## config.mk

```make
export PLATFORM = sky130hd
export DESIGN_NAME = tile_scheduler
export DESIGN_NICKNAME = d
export VERILOG_FILES = /design/src/rtl/tile_scheduler.sv
export SDC_FILE = /design/constraint.sdc
export NUM_CORES = 1
export LEC_CHECK = 0
export CORE_MARGIN = 10
export CORE_UTILIZATION = 58
export CTS_BUF_LIST = sky130_fd_sc_hd__clkbuf_8
export DETAILED_ROUTE_END_ITERATION = 12
export HOLD_SLACK_MARGIN = 0.05
export PLACE_DENSITY = 0.88
export REMOVE_ABC_BUFFERS = 1
export SKIP_LAST_GASP = 1
export SLEW_MARGIN = 20
export SYNTH_ARGS = -nofsm -noshare
export SYNTH_HDL_FRONTEND = slang
export SYNTH_SLANG_ARGS = --single-unit
```

## constraint.sdc

```tcl
create_clock -name clk -period 11.75 [get_ports clk]
set_input_delay 1.175 -clock clk [delete_from_list [all_inputs] [get_ports clk]]
set_output_delay 1.175 -clock clk [all_outputs]
set_load 0.02 [all_outputs]
```

## src/rtl/tile_scheduler.sv

```systemverilog
`timescale 1ns/1ps
// tile_scheduler: per-frame sequencer for the falling-tile lanes. At entry
// to vertical blank it steps every lane's top_y by `speed` (wrapping at the
// screen height), streams each descriptor over valid/ready, then pulses
// `animate` so the square generators latch the new geometry.
module tile_scheduler #(
   parameter int LANES    = 4,
   parameter int SCREEN_H = 480,
   parameter int LANE_W   = 160
) (
   input  logic        clk,
   input  logic        res,
   input  logic [9:0]  x,
   input  logic [8:0]  y,
   input  logic        run,
   input  logic [3:0]  speed,
   input  logic        cfg_we,
   input  logic [2:0]  cfg_lane,
   input  logic [31:0] cfg_data,
   output logic        desc_valid,
   input  logic        desc_ready,
   output logic [2:0]  desc_lane,
   output logic [31:0] desc_data,
   output logic        animate,
   output logic        busy,
   output logic [15:0] wrap_cnt,
   output logic [7:0]  overrun_cnt
);

   localparam int IW = (LANES > 1) ? $clog2(LANES) : 1;

   typedef enum logic [1:0] {IDLE, UPDATE, SEND, DONE} state_t;

   state_t        state, state_nx;
   logic [IW-1:0] lane_i, lane_nx;

   // Lane descriptor storage
   logic [9:0] top_y  [LANES];
   logic [9:0] len    [LANES];
   logic       lfoot  [LANES];
   logic       rfoot  [LANES];

   // Vertical-blank trigger history
   logic match_now, match_q, match_d, trig;

   // Update datapath
   logic [10:0]   sum;
   logic          wrap;
   logic [9:0]    new_y;
   logic [9:0]    top_x;
   logic          cfg_hit;
   logic [IW-1:0] cfg_idx;
   logic          upd_blocked;
   logic          cfg_unused;

   assign match_now   = (y == 9'(SCREEN_H)) && (x == 10'd0);
   assign cfg_hit     = cfg_we && (int'(cfg_lane) < LANES);
   assign cfg_idx     = cfg_lane[IW-1:0];
   assign upd_blocked = cfg_hit && (cfg_idx == lane_i);
   assign sum         = {1'b0, top_y[lane_i]} + {7'd0, speed};
   assign wrap        = (sum >= 11'(SCREEN_H));
   assign new_y       = wrap ? 10'(sum - 11'(SCREEN_H)) : sum[9:0];
   assign top_x       = 10'(int'(lane_i) * LANE_W);
   assign cfg_unused  = ^cfg_data[29:20];

   // Register the match, then turn its rising edge into a one-cycle trigger
   always_ff @(posedge clk) begin
      // NOTE: every clocked assignment is non-blocking so all registers
      // sample pre-edge values regardless of statement order.
      if (res) begin
         match_q <= 1'b0;
         match_d <= 1'b0;
         trig    <= 1'b0;
      end else begin
         match_q <= match_now;
         match_d <= match_q;
         trig    <= match_q & ~match_d;
      end
   end

   // FSM state and lane pointer
   always_ff @(posedge clk) begin
      if (res) begin
         state  <= IDLE;
         lane_i <= '0;
      end else begin
         state  <= state_nx;
         lane_i <= lane_nx;
      end
   end

   // Next-state decode and handshake outputs
   always_comb begin
      // NOTE: every output gets a default first, so no path leaves one
      // unassigned and no latch is inferred.
      state_nx   = state;
      lane_nx    = lane_i;
      desc_valid = 1'b0;
      desc_lane  = 3'd0;
      desc_data  = 32'd0;
      animate    = 1'b0;
      busy       = (state != IDLE);
      case (state)
         IDLE: begin
            if (trig && run) begin
               state_nx = UPDATE;
               lane_nx  = '0;
            end
         end
         UPDATE: state_nx = SEND;
         SEND: begin
            desc_valid = 1'b1;
            desc_lane  = 3'(lane_i);
            desc_data  = {rfoot[lane_i], lfoot[lane_i], len[lane_i],
                          top_y[lane_i], top_x};
            if (desc_ready) begin
               if (lane_i == IW'(LANES - 1)) begin
                  state_nx = DONE;
               end else begin
                  state_nx = UPDATE;
                  lane_nx  = IW'(lane_i + 1'b1);
               end
            end
         end
         DONE: begin
            animate  = 1'b1;
            state_nx = IDLE;
         end
         default: state_nx = IDLE;
      endcase
   end

   // Lane registers: CPU writes take priority over the frame update
   always_ff @(posedge clk) begin
      if (res) begin
         // NOTE: the lane array is reset explicitly because the first frame
         // after reset must advance from all-zero descriptors.
         for (int k = 0; k < LANES; k++) begin
            top_y[k] <= '0;
            len[k]   <= '0;
            lfoot[k] <= 1'b0;
            rfoot[k] <= 1'b0;
         end
      end else begin
         for (int k = 0; k < LANES; k++) begin
            if (cfg_hit && (cfg_idx == IW'(k))) begin
               top_y[k] <= cfg_data[9:0];
               len[k]   <= cfg_data[19:10];
               lfoot[k] <= cfg_data[30];
               rfoot[k] <= cfg_data[31];
            end else if ((state == UPDATE) && (lane_i == IW'(k))) begin
               top_y[k] <= new_y;
               if (wrap) begin
                  lfoot[k] <= 1'b0;
                  rfoot[k] <= 1'b0;
               end
            end
         end
      end
   end

   // Saturating event counters; a wrap overridden by a CPU write is not counted
   always_ff @(posedge clk) begin
      if (res) begin
         wrap_cnt    <= '0;
         overrun_cnt <= '0;
      end else begin
         if ((state == UPDATE) && wrap && !upd_blocked && (wrap_cnt != '1))
            wrap_cnt <= wrap_cnt + 16'd1;
         if (trig && (state != IDLE) && (overrun_cnt != '1))
            overrun_cnt <= overrun_cnt + 8'd1;
      end
   end

endmodule

```

==> summary.txt, run 1 <==
number of CTS-inserted buffers - 17
Post-synth ARST share - 0
sw power - 0.0002254 W
top cell type's share of synthesized area - 0.4084
delay-heaviest family, CP - simple AND/OR/NAND/NOR gates
kind of critical path - flip-flop to flip-flop
Leak Pwr - 2.925 nW
class of the worst hold path - flip-flop to flip-flop
post-synthesis sequential element count - 121
FMAX - 0.2110 GHz
Initial DRC Count - 409
dominant cell type by area after synthesis - edfxtp_1
combinational share of power - 0.082
first-pass GRT wire length - 26.00 mm
Area contributors post-synth - edfxtp_1, dfxtp_1, mux4_2
# IOs - 125
initial antenna violation count - 0
Clk network pwr share - 0.433
RePlAce Congestion - 0.8073
initial core utilization - 0.5943
total internal power - 0.0007627 W
clock transition at the registers of the reported paths - 0.08 ns
Worst Setup End Kind - flip-flop
Slew headroom - 0.4303
Syn-to-layout area delta - 24.36%
max-slew violations - 0
clock root buffer - clkbuf_8
Synth Warn # - 0
Tmin final - 4.740 ns
DPL Wire Length - 10.91 mm
cell count after synthesis - 552
final hold violation count - 0
TritonCTS clock tree - built
First-pass DRT Iterations - 6
CP startpoint kind - flip-flop
syn_area_per_cell - 11.72 um^2
Total Wirelength - 16.39 mm
power share of the sequential group - 0.486
crit path cell chain - buf_4, mux4_2, ha_1, fa_1, a21o_1, a21oi_1, xnor2_1, nor3_1, a311oi_4, nor2_2, nand3_1, mux2_1
Worst Clk Skew - 0.007938 ns
nets@finish - 730
share of cells above drive strength 1 - 0.1243
# port buffers - 107
htree depth - 4
Fin Setup TNS - 0 ns
DRC - 0
Core Box Area - 10890 um^2
Net Sw Frac - 0.2281
worst skew pair latency - 0.43 ns
crit-path max cell delay - 0.59 ns
outcome - finished, final reports clean
Buffers & Inverters on Critical Path - 1
max cap viols - 0
GR Layer Usage met2 - 0.3441
worst-path maximum fanout - 22
GR Util met3 - 0.07047
critical path required time - 12.07 ns
Primary FF master, synth - edfxtp_1
GRT Overall Usage - 0.2035
peak supply drop - 0.00008872 V
Max Root-Sink Buffers - 2
EDFF count, synth - 88
wire per inst - 20.28 um
vias per cell - 6.056
PwrDens - 122.8 nW/um^2
pin count of the biggest net entering global routing - 45
Most Crowded Layer GR - met2
DP Area - 7590 um^2
Die Y - 125.6 um
Finished Cell Area - 8048 um^2
via count - 4893
global-route met1 utilization - 0.2314
Slew @ Worst Pin - 0.8537 ns
Routed Antenna Nets - 0
die area - 15780 um^2
Seq/Total Area, Yosys - 0.5104
Worst path slowest cell - mux4_2
Std-Cell Rows - 38
vias in the first global route - 5068
hold-fix buffer count after cts - 0
post-route clock period utilization - 0.4034
final setup vio count - 0
Antenna Cells - 0
Post-CTS Setup Repair Bufs - 0
Critical Path AT - 5.06 ns
total congestion overflow - 0
most common cell after layout, fill and taps aside - clkdlybuf4s50_1
RSZ-0062 raised after global routing - false
# resized after CTS - 0
Synth Cell Area - 6471 um^2
number of library cell types mapped by synthesis - 61
Clock Sinks - 121
Die X - 125.6 um
most frequent cells in the layout - clkdlybuf4s50_1, edfxtp_1, and2_1, nor2_1, dfxtp_1
==> worst register-to-register path, cell delays in order (launching register included) <==
cell and delay (ns):
dfxtp_1 0.32, buf_4 0.39, mux4_2 0.60, ha_1 0.25, fa_1 0.43, a21o_1 0.19, a21oi_1 0.46, xnor2_1 0.26
nor3_1 0.50, a311oi_4 0.21, nor2_2 0.51, nand3_1 0.17, mux2_1 0.34
==> path summary, 6_finish.rpt <==
check | startpoint | to | slack, ns | cells after the start
worst max-delay path | flip-flop | wrap_cnt[11]$_SDFFE_PP0P_ | 7.01 | 12
worst min-delay path | match_d$_SDFF_PP0_ | trig$_SDFF_PP0_ | 0.40 | 1
worst max register to register | flip-flop | wrap_cnt[11]$_SDFFE_PP0P_ | 7.01 | 12
worst min register to register | match_d$_SDFF_PP0_ | trig$_SDFF_PP0_ | 0.40 | 1
==> final cells by class <==
| class | count | area, um^2 |
|---|---|---|
| Multi-Input combinational cell | 386 | 2932 |
| Clock inverter | 15 | 224.0 |
| Clock buffer | 17 | 234.0 |
| Inverter | 15 | 56.30 |
| Fill cell | 707 | 2840 |
| Timing Repair Buffer | 114 | 1124 |
| Tap cell | 140 | 175.2 |
| Sequential cell | 121 | 3303 |
==> registers in the layout (all words and copies together) (netlist names), named ones only <==
name and count:
lane_i 2, top_y 40, state 2, match_q 1
lfoot 4, match_d 1, trig 1, wrap_cnt 16
rfoot 4, overrun_cnt 8, len 40
==> cells in the mapped netlist, drive strengths merged, types with 2 or more instances <==
| cell type | count |
|---|---|
| nand2b | 4 |
| or4 | 2 |
| o21ai | 19 |
| a21oi | 10 |
| o211ai | 2 |
| ha | 11 |
| nor4b | 3 |
| nor3 | 9 |
| dfxtp | 33 |
| nor2 | 43 |
| xor2 | 6 |
| o21a | 3 |
| a311oi | 2 |
| nand4 | 8 |
| and3 | 7 |
| a211oi | 2 |
| a31oi | 9 |
| edfxtp | 88 |
| nand3 | 18 |
| xnor2 | 17 |
| nor2b | 12 |
| a22o | 32 |
| a31o | 4 |
| or3 | 2 |
| clkbuf | 16 |
| inv | 15 |
| mux4 | 22 |
| mux2i | 4 |
| buf | 20 |
| a21o | 6 |
| and2 | 72 |
| or2 | 2 |
| mux2 | 8 |
| nand2 | 30 |
==> kinds of logic (layout without fill, tap and decap cells) <==
group	count (synthesis)	after routing	synth area share
buffers and inverters	51	161	0.04312
and+or+nand+nor	216	216	0.1833
other	1	7	0.0005795
xor gates and xnor gates	23	23	0.03113
DFF	121	121	0.5104
muxes	34	34	0.09783
AOI/OAI and AO/OA	94	94	0.1092
adders and majority gates	12	12	0.02436
==> power by group through the flow <==
| stage | Combinational [W] | Clock (W) | Sequential (W) |
|---|---|---|---|
| final | 0.0000808 | 0.000428 | 0.000480 |
| after global routing | 0.0000870 | 0.000447 | 0.000481 |
| after CTS | 0.0000801 | 0.000431 | 0.000480 |
| after detailed placement | 0.0000791 | 0 | 0.000489 |
| after global placement | 0.0000769 | 0 | 0.000487 |
| after floorplan | 0.0000428 | 0 | 0.000486 |
==> per-stage QoR <==
step	setup WS, ns	std cells	hold slack [ns]	util	total power [W]
floorplan	7.233	522	0.3674	-	0.0005292
global placement	6.829	776	0.3779	0.6971	0.0005637
detailed placement	6.775	776	0.3902	0.6971	0.0005679
CTS	7.014	808	0.4091	0.7391	0.0009913
global route	6.615	808	0.4244	0.7391	0.001015
finish	7.010	808	0.4037	0.7391	0.0009881
==> metal layers <==
metal / routed length [um] / share of wire
met3: 1623 / 0.099
met4: 390 / 0.024
met1: 6276 / 0.38
met2: 8095 / 0.49
met5: 0 / 0
Note: power is estimated with default switching activity, not from simulation.
==> run 2, diff against run 1 <==
Settings changed: CORE_UTILIZATION 58 to 54, PLACE_DENSITY 0.88 to 0.83.
Clock period 11.75 ns to 4.73 ns, I/O delays scaled along.
==> summary.txt, run 2 (synthesized netlist as in run 1, its figures left out) <==
Hold Crit Depth - 1 (unchanged)
kind of critical path - flip-flop to flip-flop
Worst Hold Path EP - trig$_SDFF_PP0_
FMAX - 0.2343 GHz (+11%)
vias per cell - 5.980 (-1.2%)
max cap viols - 0 (unchanged)
slack of the critical path - 0.4623 ns (-6.548 ns)
Max Root-Sink Buffers - 2 (unchanged)
Initial DRC Count - 503 (+23%)
First-pass DRT Iterations - 5 (-1)
RePlAce Congestion - 0.8176 (+1.3%)
clock root buffer - clkbuf_8
Antenna Cells - 0 (unchanged)
Buffers & Inverters on Critical Path - 1 (unchanged)
clock transition at the registers of the reported paths - 0.07 ns (about the same)
Worst path slowest cell - mux4_2
final hold violation count - 0 (unchanged)
largest registers - len x40, top_y x40, wrap_cnt x16
worst-path maximum fanout - 14 (-36%)
outcome - finished, final reports clean
max-slew violations - 0 (unchanged)
crit path cell chain - mux4_2, ha_1, fa_1, a21o_1, a21oi_1, buf_4, xnor2_1, nor3_1, a311oi_4, nor2_2, nand3_1, mux2_1
via count - 4826 (-1.4%)
die area - 16760 um^2 (+6.2%)
Post-CTS Setup Repair Bufs - 0 (unchanged)
most common cell after layout, fill and taps aside - clkdlybuf4s50_1
DPL Wire Length - 11.34 mm (+4.0%)
Die Y - 129.5 um (+3.1%)
final setup vio count - 0 (unchanged)
Worst Setup End Kind - flip-flop
sequential standard cell area - 3303 um^2 (unchanged)
Worst R2R End - wrap_cnt[9]$_SDFFE_PP0P_
GRT Overall Usage - 0.1983 (-0.005210)
initial antenna violation count - 0 (unchanged)
# port buffers - 107 (unchanged)
Tmin final - 4.268 ns (-0.4720 ns)
Fin Setup TNS - 0 ns (unchanged)
most frequent cells in the layout - clkdlybuf4s50_1, edfxtp_1, and2_1, nor2_1, dfxtp_1
Worst Clk Skew - 0.009158 ns (+0.001220 ns)
Total Wirelength - 16.39 mm (about the same)
Slew headroom - 0.3028 (-0.1275)
Slew @ Worst Pin - 1.042 ns (+0.1888 ns)
RSZ-0062 raised after global routing - false
area of the multi-input gates - 2957 um^2 (+0.85%)
Std-Cell Rows - 39 (+2.6%)
wire per inst - 20.31 um (+0.14%)
Leak Pwr - 2.900 nW (-0.87%)
worst skew pair latency - 0.44 ns (about the same)
peak supply drop - 0.0001914 V (+120%)
class of the worst hold path - flip-flop to flip-flop
CP startpoint kind - flip-flop
PwrDens - 287.3 nW/um^2 (+130%)
Routed Antenna Nets - 0 (unchanged)
Die X - 129.5 um (+3.1%)
initial core utilization - 0.5596 (-0.03479)
Clock Sinks - 121 (unchanged)
number of CTS-inserted buffers - 17 (unchanged)
pin count of the biggest net entering global routing - 40 (-11%)
delay-heaviest family, CP - simple AND/OR/NAND/NOR gates
TritonCTS clock tree - built
vias in the first global route - 5029 (-0.77%)
first-pass GRT wire length - 25.92 mm (-0.32%)
# IOs - 125 (unchanged)
# resized after CTS - 0 (unchanged)
DRC - 0 (unchanged)
dpl ws - 0.4907 ns (-6.285 ns)
share of cells above drive strength 1 - 0.1114 (-0.01281)
Hold Crit Start - match_d$_SDFF_PP0_
R2R setup slack - 0.46 ns (-6.55 ns)
htree depth - 4 (unchanged)
Stages on worst setup path - 12 (unchanged)
nets@finish - 727 (-0.41%)
critical path required time - 5.06 ns (-7.01 ns)
fill count - 833 (+18%)
Critical Path AT - 4.59 ns (-0.47 ns)
crit-path max cell delay - 0.57 ns (-0.02 ns)
hold-fix buffer count after cts - 0 (unchanged)
post-route clock period utilization - 0.9023 (+0.4989)
Syn-to-layout area delta - 23.16%
Core Util, Final - 0.6892 (-0.04997)
total congestion overflow - 0 (unchanged)
Core Box Area - 11560 um^2 (+6.2%)
R2R depth - 12 (unchanged)
[run 2: how the worst max path moves through the flow]
stage	start	to	slack [ns]
after floorplan	flip-flop	wrap_cnt[11]$_SDFFE_PP0P_	0.21
after global placement	flip-flop	wrap_cnt[9]$_SDFFE_PP0P_	0.65
after detailed placement	flip-flop	wrap_cnt[11]$_SDFFE_PP0P_	0.49
after CTS	flip-flop	wrap_cnt[9]$_SDFFE_PP0P_	0.46
after global routing	flip-flop	wrap_cnt[11]$_SDFFE_PP0P_	0.17
final	flip-flop	wrap_cnt[9]$_SDFFE_PP0P_	0.46
[run 2: metal layers]
| layer | vias up | global-route usage | routed length, um |
|---|---|---|---|
| li1 | 2222 | - | - |
| met1 | 2337 | 0.2309 | 6362 |
| met2 | 243 | 0.3357 | 8208 |
| met3 | 24 | 0.07341 | 1630 |
| met4 | 0 | 0.06019 | 187 |
| met5 | - | 0 | 0 |
[run 2: layout make-up]
class	count	area share
Clock buffer	17	0.02936
Clock inverter	14	0.01758
Inverter	15	0.007064
Multi-Input combinational cell	386	0.3710
Sequential cell	121	0.4144
Tap cell	143	0.02245
Timing Repair Buffer	111	0.1381
[run 2: stage by stage]
stage	area, um^2	cells	power (W)	hold slack, ns
2_1_floorplan	6271	522	0.001315	0.3674
3_3_place_gp	7596	776	0.001403	0.3774
3_5_place_dp	7596	776	0.001415	0.3892
4_1_cts	7970	807	0.002294	0.3976
5_1_grt	7970	807	0.002356	0.4226
6_report	7970	807	0.002290	0.3926
[run 2: worst reg2reg max path: stages (launching register included)]
cell	delay, ns
dfxtp_1	0.51
mux4_2	0.57
ha_1	0.25
fa_1	0.43
a21o_1	0.20
a21oi_1	0.16
buf_4	0.17
xnor2_1	0.15
nor3_1	0.45
a311oi_4	0.20
nor2_2	0.53
nand3_1	0.18
mux2_1	0.34
[run 2: report_power, final]
group	internal [W]	switching, W
Combinational	0.0000875	0.000116
Sequential	0.00118	0.0000115
Clock	0.000502	0.000394
Total	0.00177	0.000521
==> run 3, diff against run 2 <==
Settings changed: ABC_AREA from default to 0.
==> results of run 3 <==
Same layout as run 2: the final DEF is identical, and so are final timing and power.
